`src/rtl/osc_mon_pkg.sv`:
```
`timescale 1ns/1ps
// osc_mon_pkg
// Shared definitions for the oscillator frequency monitor: the measurement
// FSM state type, the flush length that covers synchronizer latency, and the
// default values of the monitor parameters.
package osc_mon_pkg;

  typedef enum logic [1:0] {
    IDLE    = 2'd0,
    FLUSH   = 2'd1,
    MEASURE = 2'd2
  } state_e;

  // Cycles spent in FLUSH after enable, so strobes built from stale
  // synchronizer contents never reach a window.
  localparam int FLUSH_LEN   = 3;
  localparam int FLUSH_CNT_W = 2;

  localparam int DEF_WINDOW   = 4000;
  localparam int DEF_CNT_W    = 16;
  localparam int DEF_LO_LIMIT = 90;
  localparam int DEF_HI_LIMIT = 110;

endpackage

```
`src/rtl/osc_mon_sync.sv`:
```
`timescale 1ns/1ps
// osc_mon_sync
// Brings the oscillator under test into the CLK domain through a two-flop
// synchronizer, delays it by one more flop and flags synchronized 0->1
// transitions.
// Ports:
//   CLK      - reference clock
//   RSTN     - asynchronous active-low reset, clears all three flops
//   ASYNC_IN - oscillator clock, asynchronous to CLK
//   EDGE_STB - one-cycle strobe per synchronized rising edge
module osc_mon_sync (
  input  logic CLK,
  input  logic RSTN,
  input  logic ASYNC_IN,
  output logic EDGE_STB
);

  // bit 0: first sync stage, bit 1: second sync stage, bit 2: delay stage
  logic [2:0] sync_q;
  logic [2:0] sync_d;

  always_comb begin
    sync_d = {sync_q[1:0], ASYNC_IN};
  end

  always_ff @(posedge CLK or negedge RSTN) begin
    if (!RSTN) begin
      sync_q <= 3'b000;
    end else begin
      sync_q <= sync_d;
    end
  end

  assign EDGE_STB = sync_q[1] & ~sync_q[2];

endmodule

```
`src/rtl/osc_freq_monitor.sv`:
```
`timescale 1ns/1ps
// osc_freq_monitor
// Counts rising edges of an oscillator under test over a fixed window of
// reference clocks and publishes the count together with range, stuck and
// overflow flags once per window.
// Ports:
//   CLK      - reference clock, the only clock of this block
//   RSTN     - asynchronous active-low reset
//   CFGCLK   - oscillator under test, asynchronous, at most f(CLK)/3
//   EN       - measurement enable (level); dropping it aborts the window
//   COUNT    - edge count of the last completed window (saturating)
//   VALID    - one-cycle pulse when COUNT and the flags update
//   IN_RANGE - last count within LO_LIMIT..HI_LIMIT and not saturated
//   STUCK    - last window saw no edges
//   OVF      - last window count saturated
module osc_freq_monitor
  import osc_mon_pkg::*;
#(
  parameter int WINDOW   = DEF_WINDOW,
  parameter int CNT_W    = DEF_CNT_W,
  parameter int LO_LIMIT = DEF_LO_LIMIT,
  parameter int HI_LIMIT = DEF_HI_LIMIT
) (
  input  logic             CLK,
  input  logic             RSTN,
  input  logic             CFGCLK,
  input  logic             EN,
  output logic [CNT_W-1:0] COUNT,
  output logic             VALID,
  output logic             IN_RANGE,
  output logic             STUCK,
  output logic             OVF
);

  localparam int                     WIN_W      = $clog2(WINDOW);
  localparam logic [WIN_W-1:0]       WIN_LAST   = WIN_W'(WINDOW - 1);
  localparam logic [CNT_W-1:0]       CNT_MAX    = '1;
  localparam logic [FLUSH_CNT_W-1:0] FLUSH_LAST = FLUSH_CNT_W'(FLUSH_LEN - 1);
  localparam logic [31:0]            LO_U       = LO_LIMIT;
  localparam logic [31:0]            HI_U       = HI_LIMIT;

  logic edge_stb;

  osc_mon_sync u_sync (
    .CLK      (CLK),
    .RSTN     (RSTN),
    .ASYNC_IN (CFGCLK),
    .EDGE_STB (edge_stb)
  );

  state_e                 state_q,    state_d;
  logic [FLUSH_CNT_W-1:0] flush_q,    flush_d;
  logic [WIN_W-1:0]       win_q,      win_d;
  logic [CNT_W-1:0]       cnt_q,      cnt_d;
  logic                   cnt_ovf_q,  cnt_ovf_d;
  logic [CNT_W-1:0]       count_q,    count_d;
  logic                   valid_q,    valid_d;
  logic                   in_range_q, in_range_d;
  logic                   stuck_q,    stuck_d;
  logic                   ovf_q,      ovf_d;

  // Window total including this cycle's strobe; the last window cycle's
  // strobe must land in the published result.
  logic [CNT_W-1:0] sum_cnt;
  logic             sum_ovf;
  logic [31:0]      sum_ext;

  always_comb begin
    state_d    = state_q;
    flush_d    = flush_q;
    win_d      = win_q;
    cnt_d      = cnt_q;
    cnt_ovf_d  = cnt_ovf_q;
    count_d    = count_q;
    valid_d    = 1'b0;
    in_range_d = in_range_q;
    stuck_d    = stuck_q;
    ovf_d      = ovf_q;

    sum_cnt = cnt_q;
    sum_ovf = cnt_ovf_q;
    if (edge_stb) begin
      if (cnt_q == CNT_MAX) begin
        sum_ovf = 1'b1;
      end else begin
        sum_cnt = cnt_q + CNT_W'(1);
      end
    end
    sum_ext = {{(32 - CNT_W){1'b0}}, sum_cnt};

    case (state_q)
      IDLE: begin
        flush_d   = '0;
        win_d     = '0;
        cnt_d     = '0;
        cnt_ovf_d = 1'b0;
        if (EN) begin
          state_d = FLUSH;
        end
      end
      FLUSH: begin
        if (!EN) begin
          state_d = IDLE;
        end else if (flush_q == FLUSH_LAST) begin
          state_d   = MEASURE;
          flush_d   = '0;
          win_d     = '0;
          cnt_d     = '0;
          cnt_ovf_d = 1'b0;
        end else begin
          flush_d = flush_q + FLUSH_CNT_W'(1);
        end
      end
      MEASURE: begin
        if (!EN) begin
          // Abort: published results stay as they are.
          state_d = IDLE;
        end else if (win_q == WIN_LAST) begin
          count_d    = sum_cnt;
          ovf_d      = sum_ovf;
          stuck_d    = (sum_cnt == '0);
          in_range_d = (sum_ext >= LO_U) && (sum_ext <= HI_U) && !sum_ovf;
          valid_d    = 1'b1;
          // Next window starts immediately, no gap cycle.
          win_d      = '0;
          cnt_d      = '0;
          cnt_ovf_d  = 1'b0;
        end else begin
          win_d     = win_q + WIN_W'(1);
          cnt_d     = sum_cnt;
          cnt_ovf_d = sum_ovf;
        end
      end
      default: begin
        state_d = IDLE;
      end
    endcase
  end

  always_ff @(posedge CLK or negedge RSTN) begin
    if (!RSTN) begin
      state_q    <= IDLE;
      flush_q    <= '0;
      win_q      <= '0;
      cnt_q      <= '0;
      cnt_ovf_q  <= 1'b0;
      count_q    <= '0;
      valid_q    <= 1'b0;
      in_range_q <= 1'b0;
      stuck_q    <= 1'b0;
      ovf_q      <= 1'b0;
    end else begin
      state_q    <= state_d;
      flush_q    <= flush_d;
      win_q      <= win_d;
      cnt_q      <= cnt_d;
      cnt_ovf_q  <= cnt_ovf_d;
      count_q    <= count_d;
      valid_q    <= valid_d;
      in_range_q <= in_range_d;
      stuck_q    <= stuck_d;
      ovf_q      <= ovf_d;
    end
  end

  assign COUNT    = count_q;
  assign VALID    = valid_q;
  assign IN_RANGE = in_range_q;
  assign STUCK    = stuck_q;
  assign OVF      = ovf_q;

endmodule

```
`config.mk`:
```
export PLATFORM = sky130hd
export DESIGN_NAME = osc_freq_monitor
export DESIGN_NICKNAME = d
export VERILOG_FILES = /design/src/rtl/osc_mon_pkg.sv /design/src/rtl/osc_mon_sync.sv /design/src/rtl/osc_freq_monitor.sv
export SDC_FILE = /design/constraint.sdc
export NUM_CORES = 1
export LEC_CHECK = 0
export BUFFER_PORTS_ARGS = -buffer_cell sky130_fd_sc_hd__buf_2
export CAP_MARGIN = 20
export CORE_UTILIZATION = 46
export DETAILED_ROUTE_END_ITERATION = 10
export PLACE_DENSITY = 0.75
export SYNTH_ARGS = -nofsm -noshare
export SYNTH_HDL_FRONTEND = slang
export SYNTH_HIERARCHICAL = 1
export SYNTH_SLANG_ARGS = --single-unit
```
`constraint.sdc`:
```
create_clock -name CLK -period 6.9 [get_ports CLK]
set_input_delay 0.345 -clock CLK [delete_from_list [all_inputs] [get_ports CLK]]
set_output_delay 0.345 -clock CLK [all_outputs]
set_load 0.02 [all_outputs]
```
==> flow_summary.yaml, run 1 <==
hold_path:
  worstHoldPathType: "input pin to register"
sta:
  clock_skew_ps: 9.98
  slew_viol_final: 0
  max_slew_margin: 0.334
  setup_tns_ps: 0
  setup_viol: 0
  max_freq_ghz: 0.352
  tightest_slew_ps: 996
  period_needed_ps: 2840
  rsz0062_at_grt: "false"
  hold_viol: 0
  period_share: 0.412
synthesis:
  syn_area_per_cell_um2: 9.26
  synth_cells: 324
  syn-num-nets: 330
  yosysMostFrequentCell: "dfrtp_1"
  synth_area_leader_cell: "dfrtp_1"
  synth_seq_area_share: 0.467
  synth_area_leaders: "dfrtp_1, o21ai_0, nand2_1, mux2i_1, and3_1"
  synth_cell_types: 52
  synth_area_um2: 3000
  yosysWarnings: 6
  synthTopCellsByCount: "dfrtp_1, o21ai_0, nand2_1"
  ys_async_sr_fraction: 1.00
  synth_seq_cells: 56
  synthFlopType: "dfrtp_1"
  synth_edf_count: 0
  synth_top_area_frac: 0.467
placed_design:
  portBuffers: 23
  postPlaceCellArea_um2: 3130
  dp_hpwl_mm: 4.34
  finalWeightedCongestion: 0.920
worst_setup_path:
  slowest_stage: "o41ai_4"
  critPathMaxFanout: 11
  cp.arrival_ps: 3040
  worst-setup-path-type: "register to register"
  cp_num_buf_inv: 0
  crit_family: "compound AO/OA/AOI/OAI gates"
  worstPathCellList: "nand4_1, o41ai_4, mux2_2, o31a_1, mux2i_1, o31ai_1"
  critPathLaunchType: "register"
  critPathCaptureType: "register"
  cpPeakStageDelay_ps: 850
  required_ps: 7100
clock_network:
  cts_sinks: 56
  cts_buffers: 5
  holdBufCountCts: 0
  cts_tree: "built"
  clock_latency_ps: 320
  clock_path_buffers: 2
  cts-resized-gates: 0
  post_cts_buffers: 0
  h-tree-depth: 2
  path_clk_slew_ps: 100
  cts_root_buf: "clkbuf_8"
floorplanning:
  ios: 24
  coreArea_um2: 6310
  die-area_um2: 6850
  rows: 29
  die_x_um: 82.8
  start_util: 0.475
  die_h_um: 82.8
detailed_routing:
  num_vias: 2419
  dr.pass1.iters: 4
  drc: 0
  via_per_inst: 5.84
  drt_iter0_drc: 160
  routed_wl_mm: 6.17
  wl_per_cell_um: 14.9
  antenna_left: 0
grt:
  grt_pass1_vias: 2290
  grt_antenna_before_repair: 0
  grt_max_degree: 57
  grt_pass1_wl_mm: 10.5
  gr-usage-all-layers: 0.202
  grt-ovfl-total: 0
final_layout:
  finalNetCount: 342
  n_fill_cell: 594
  diodes: 0
  fin_area_um2: 3250
  post_route_cells_drive_above_1_share: 0.131
  area_growth_pct: 8.42
pwr:
  ir_drop_mv: 0.120
  p_leak_nw: 1.49
  powerDensity_nw_per_um2: 183
status:
  outcome: "finished, final reports clean"
run:
  drv_cap: 0
kinds of logic (layout without fill, tap and decap cells):
family / count (synthesis) / in the layout / share of synthesized area
fa+ha+maj: 2 / 2 / 0.00834
flops: 56 / 56 / 0.467
xor+xnor: 9 / 9 / 0.0313
buf+inv: 29 / 42 / 0.0446
mux: 8 / 8 / 0.0271
compound gates: 90 / 90 / 0.182
simple gates: 130 / 130 / 0.240
worst paths after layout:
kind                                   from                to  slack, ps  cells after the start
hold reg to reg            u_sync/sync_q[0]  u_sync/sync_q[1]        360                      0
min in group asynchronous              RSTN          COUNT[2]        140                      2
setup / recovery                   cnt_q[5]          IN_RANGE       4060                      6
setup reg to reg                   cnt_q[5]          IN_RANGE       4060                      6
max in group asynchronous              RSTN          cnt_q[9]       6270                      2
hold / removal                       CFGCLK  u_sync/sync_q[0]        130                      1
per-layer routing:
metal,global-route usage,vias to the layer above,part of all wire
met3,0.0451,10,0.047
met1,0.263,1166,0.47
met2,0.336,58,0.48
li1,-,1185,-
met5,0,-,0
met4,0.0586,0,0.010
power by group:
| group | internal, mW | switching (mW) |
|---|---|---|
| clock network | 0.128 | 0.106 |
| logic | 0.00821 | 0.0213 |
| registers | 0.331 | 0.00239 |
| total | 0.467 | 0.130 |
layout by cell type (no fill, tap or decap), types with 3 or more instances in the layout:
cell	synthesis	layout
dfrtp_1	56	56
o21ai_0	52	52
nand2_1	47	47
buf_2	4	23
nor2_1	16	16
and3_1	11	11
nand3_1	10	10
nand4_1	9	9
a21oi_1	8	8
inv_1	8	8
o31ai_1	8	8
nand2b_1	7	7
nor4_1	7	7
mux2i_1	7	7
clkbuf_8	0	7
a31oi_1	6	6
nor2b_1	4	4
xnor2_1	4	4
xor2_1	3	3
or3_1	3	3
nor3_1	3	3
per-stage QoR:
step	util	setup slack [ps]	instances	hold slack [ps]	total power, mW
6_report	0.515	4060	414	134	0.597
5_1_grt	0.515	3900	414	125	0.619
4_1_cts	0.515	4090	414	131	0.603
3_5_place_dp	0.495	4130	406	337	0.369
3_3_place_gp	0.495	4210	406	332	0.368
2_1_floorplan	-	4690	324	49.4	0.356
worst reg2reg max path: stages (launching register included):
cell and delay, ps:
dfrtp_1 460, nand4_1 510, o41ai_4 850, mux2_2 410
o31a_1 270, mux2i_1 130, o31ai_1 100
registers in the layout (all words and copies together) (netlist names):
| register | count |
|---|---|
| COUNT | 16 |
| IN_RANGE | 1 |
| OVF | 1 |
| STUCK | 1 |
| VALID | 1 |
| cnt_ovf_q | 1 |
| cnt_q | 16 |
| flush_q | 2 |
| state_q | 2 |
| u_sync/sync_q | 3 |
| win_q | 12 |
final cells by class:
class / instances / area (um^2) / share of cell area
clock buffer: 7 / 96.3 / 0.0296
timing repair buffer: 25 / 130 / 0.0400
sequential: 56 / 1400 / 0.431
multi-input combinational: 239 / 1470 / 0.450
tap: 77 / 96.3 / 0.0296
clock inverter: 1 / 30.0 / 0.00923
inverter: 9 / 33.8 / 0.0104
(Power assumes the default switching activity.)
==> run 2, diff against run 1 <==
--- a/config.mk
+++ b/config.mk
@@ -5,6 +5,7 @@
 export SDC_FILE = /design/constraint.sdc
 export NUM_CORES = 1
 export LEC_CHECK = 0
+export ABC_AREA = 1
 export BUFFER_PORTS_ARGS = -buffer_cell sky130_fd_sc_hd__buf_2
 export CAP_MARGIN = 20
 export CORE_UTILIZATION = 46
==> constraint.sdc (replaced) <==
create_clock -name CLK -period 2.9 [get_ports CLK]
set_input_delay 0.145 -clock CLK [delete_from_list [all_inputs] [get_ports CLK]]
set_output_delay 0.145 -clock CLK [all_outputs]
set_load 0.02 [all_outputs]
==> run 2 against run 1 <==
Effect of this change:
- combinational power rose to 5.8 times the previous value
- sequential cell count unchanged
- routed wire length up 6.2%
- power up 140%
- clock power up 88%
- via count up 4.9%
- sequential share of layout area down 1.1 points
- maximum frequency up 33%
- non-clock buffer count up 5
- sequential power up 150%
- highest routed layer unchanged
==> flow_summary.yaml, run 2 <==
worst_setup_path:
  required_ps: 3100
  r2r_cells: 15
  r2r_setup_slack_ps: 760
  worst-setup-path-type: "register to register"
  cp.arrival_ps: 2340
  critPathMaxFanout: 8
  critPathLaunchType: "register"
  critPathCaptureType: "register"
hold_path:
  worstHoldPathType: "input pin to register"
  hold_path_depth: 3
grt:
  grt_pass1_vias: 2518
  gr-usage-all-layers: 0.203
  grt_pass1_wl_mm: 11.4
  grt_max_degree: 34
  grt-ovfl-total: 0
  grt_antenna_before_repair: 0
sta:
  rsz0062_at_grt: "false"
  setup_viol: 0
  max_slew_margin: 0.565
  setup_tns_ps: 0
  slew_viol_final: 0
  period_needed_ps: 2140
  hold_ws_ps: 109
  period_share: 0.737
  max_freq_ghz: 0.468
  tightest_slew_ps: 652
  setup_ws_ps: 762
  hold_viol: 0
  clock_skew_ps: 4.76
detailed_routing:
  dr.pass1.iters: 4
  drt_iter0_drc: 266
  routed_wl_mm: 6.56
  met2WireLength_mm: 3.20
  via_per_inst: 5.18
  wl_per_cell_um: 13.4
  drc: 0
  num_vias: 2537
  wl_met3_um: 235
  wirelength_met1_mm: 3.02
  top_layer: "met4"
  antenna_left: 0
pwr:
  powerDensity_nw_per_um2: 429
  ir_drop_mv: 0.255
  p_leak_nw: 1.62
clock_network:
  h-tree-depth: 2
  cts_root_buf: "clkbuf_8"
  cts_sinks: 56
  clock_latency_ps: 300
  clock_path_buffers: 2
  post_cts_buffers: 0
  cts_buffers: 5
  cts_tree: "built"
  path_clk_slew_ps: 100
synthesis:
  syn_area_per_cell_um2: 7.88
  synth_area_leader_cell: "dfrtp_1"
  synth_seq_cells: 56
  synth_top_area_frac: 0.463
  synth_area_leaders: "dfrtp_1, nand2_1, inv_1, nand3_1, o21ai_0"
  yosysMostFrequentCell: "nand2_1"
  syn-num-nets: 390
  yosysWarnings: 6
  synth_area_um2: 3030
  synth_cells: 384
  ys_async_sr_fraction: 1.00
  synth_edf_count: 0
  synthTopCellsByCount: "nand2_1, dfrtp_1, inv_1"
  synth_seq_area_share: 0.463
  synthFlopType: "dfrtp_1"
  synth_cell_types: 33
run:
  drv_cap: 0
floorplanning:
  start_util: 0.476
  die_h_um: 83.1
  rows: 29
  die_x_um: 83.1
  ios: 24
  coreArea_um2: 6350
  die-area_um2: 6910
placed_design:
  pre_cts_ws_ps: 797
  place_inst: 480
  finalWeightedCongestion: 0.926
  portBuffers: 23
  dp_hpwl_mm: 4.85
final_layout:
  post_route_cells_drive_above_1_share: 0.145
  diodes: 0
  final_util: 0.525
  area_growth_pct: 10.2
  layout_common_cells: "nand2_1, dfrtp_1, inv_1"
  finalNetCount: 418
  final_cell_count_no_fill: 490
  n_fill_cell: 576
  layout_commonest_cell: "nand2_1"
status:
  outcome: "finished, final reports clean"
[run 2: cell count changes in the layout (fill, tap and decap cells not counted), sizes merged, moves of 7 or more]
cell    change
inv        +45
o31ai       -8
nor2       +23
nor4        -9
nand2      +57
nand3      +19
o21ai      -25
and3       -11
o22ai      +16
nand2b      -7
[run 2: path summary, 6_finish.rpt]
path                                    endpoint             start
worst max register to register          IN_RANGE          cnt_q[0]
max in group asynchronous               cnt_q[7]              RSTN
worst min-delay path                  state_q[1]                EN
worst max-delay path                    IN_RANGE          cnt_q[0]
min in group asynchronous       u_sync/sync_q[1]              RSTN
worst min register to register  u_sync/sync_q[1]  u_sync/sync_q[0]
[run 2: routing by layer]
layer / GRT usage / vias to the layer above
met5: 0 / -
met4: 0.0721 / 0
met3: 0.0348 / 11
met2: 0.341 / 45
met1: 0.264 / 1183
li1: - / 1298
[run 2: what timing repair did]
item	4_1_cts	5_1_grt
hold buffers	2	0
gates resized for setup	0	0
endpoints found under the hold margin	29	0
[run 2: final cells by class]
class	instances	area [um^2]	share of cell area
Timing Repair Buffer	30	173	0.0518
Tap cell	77	96.3	0.0289
Multi-Input combinational cell	265	1370	0.410
Sequential cell	56	1400	0.420
Clock inverter	1	7.51	0.00225
Inverter	54	203	0.0608
Clock buffer	7	86.3	0.0259
[run 2: power by group]
part,internal (mW),leakage (nW),switching (mW)
combinational,0.0499,0.808,0.121
sequential,0.802,0.770,0.0187
clock,0.195,0.0445,0.245
total,1.05,1.62,0.384
[run 2: kinds of logic (layout without fill, tap and decap cells)]
family | after synthesis | count (layout) | share of synthesized area
simple gates | 192 | 192 | 0.301
buf+inv | 63 | 92 | 0.0848
compound gates | 62 | 62 | 0.114
flops | 56 | 56 | 0.463
xor+xnor | 8 | 8 | 0.0256
fa+ha+maj | 2 | 2 | 0.00827
mux | 1 | 1 | 0.00331
[run 2: metrics by stage]
stage / cell area (um^2) / power (mW)
2_1_floorplan: 3030 / 0.949
3_3_place_gp: 3220 / 1.00
3_5_place_dp: 3220 / 1.00
4_1_cts: 3330 / 1.45
5_1_grt: 3330 / 1.51
6_report: 3330 / 1.43
[run 2: worst max-delay path, cell delays in order, from the launching register on]
cell and delay (ps):
dfrtp_1 450, ha_1 310, inv_2 70, nor2_4 170
nand2_4 90, inv_2 80, nand2_2 120, nand3_1 120
nand2_1 120, clkinv_1 80, nand3_2 70, o21bai_1 150
nand2_1 50, nand2_1 50, nand2_1 60, nand2_1 40
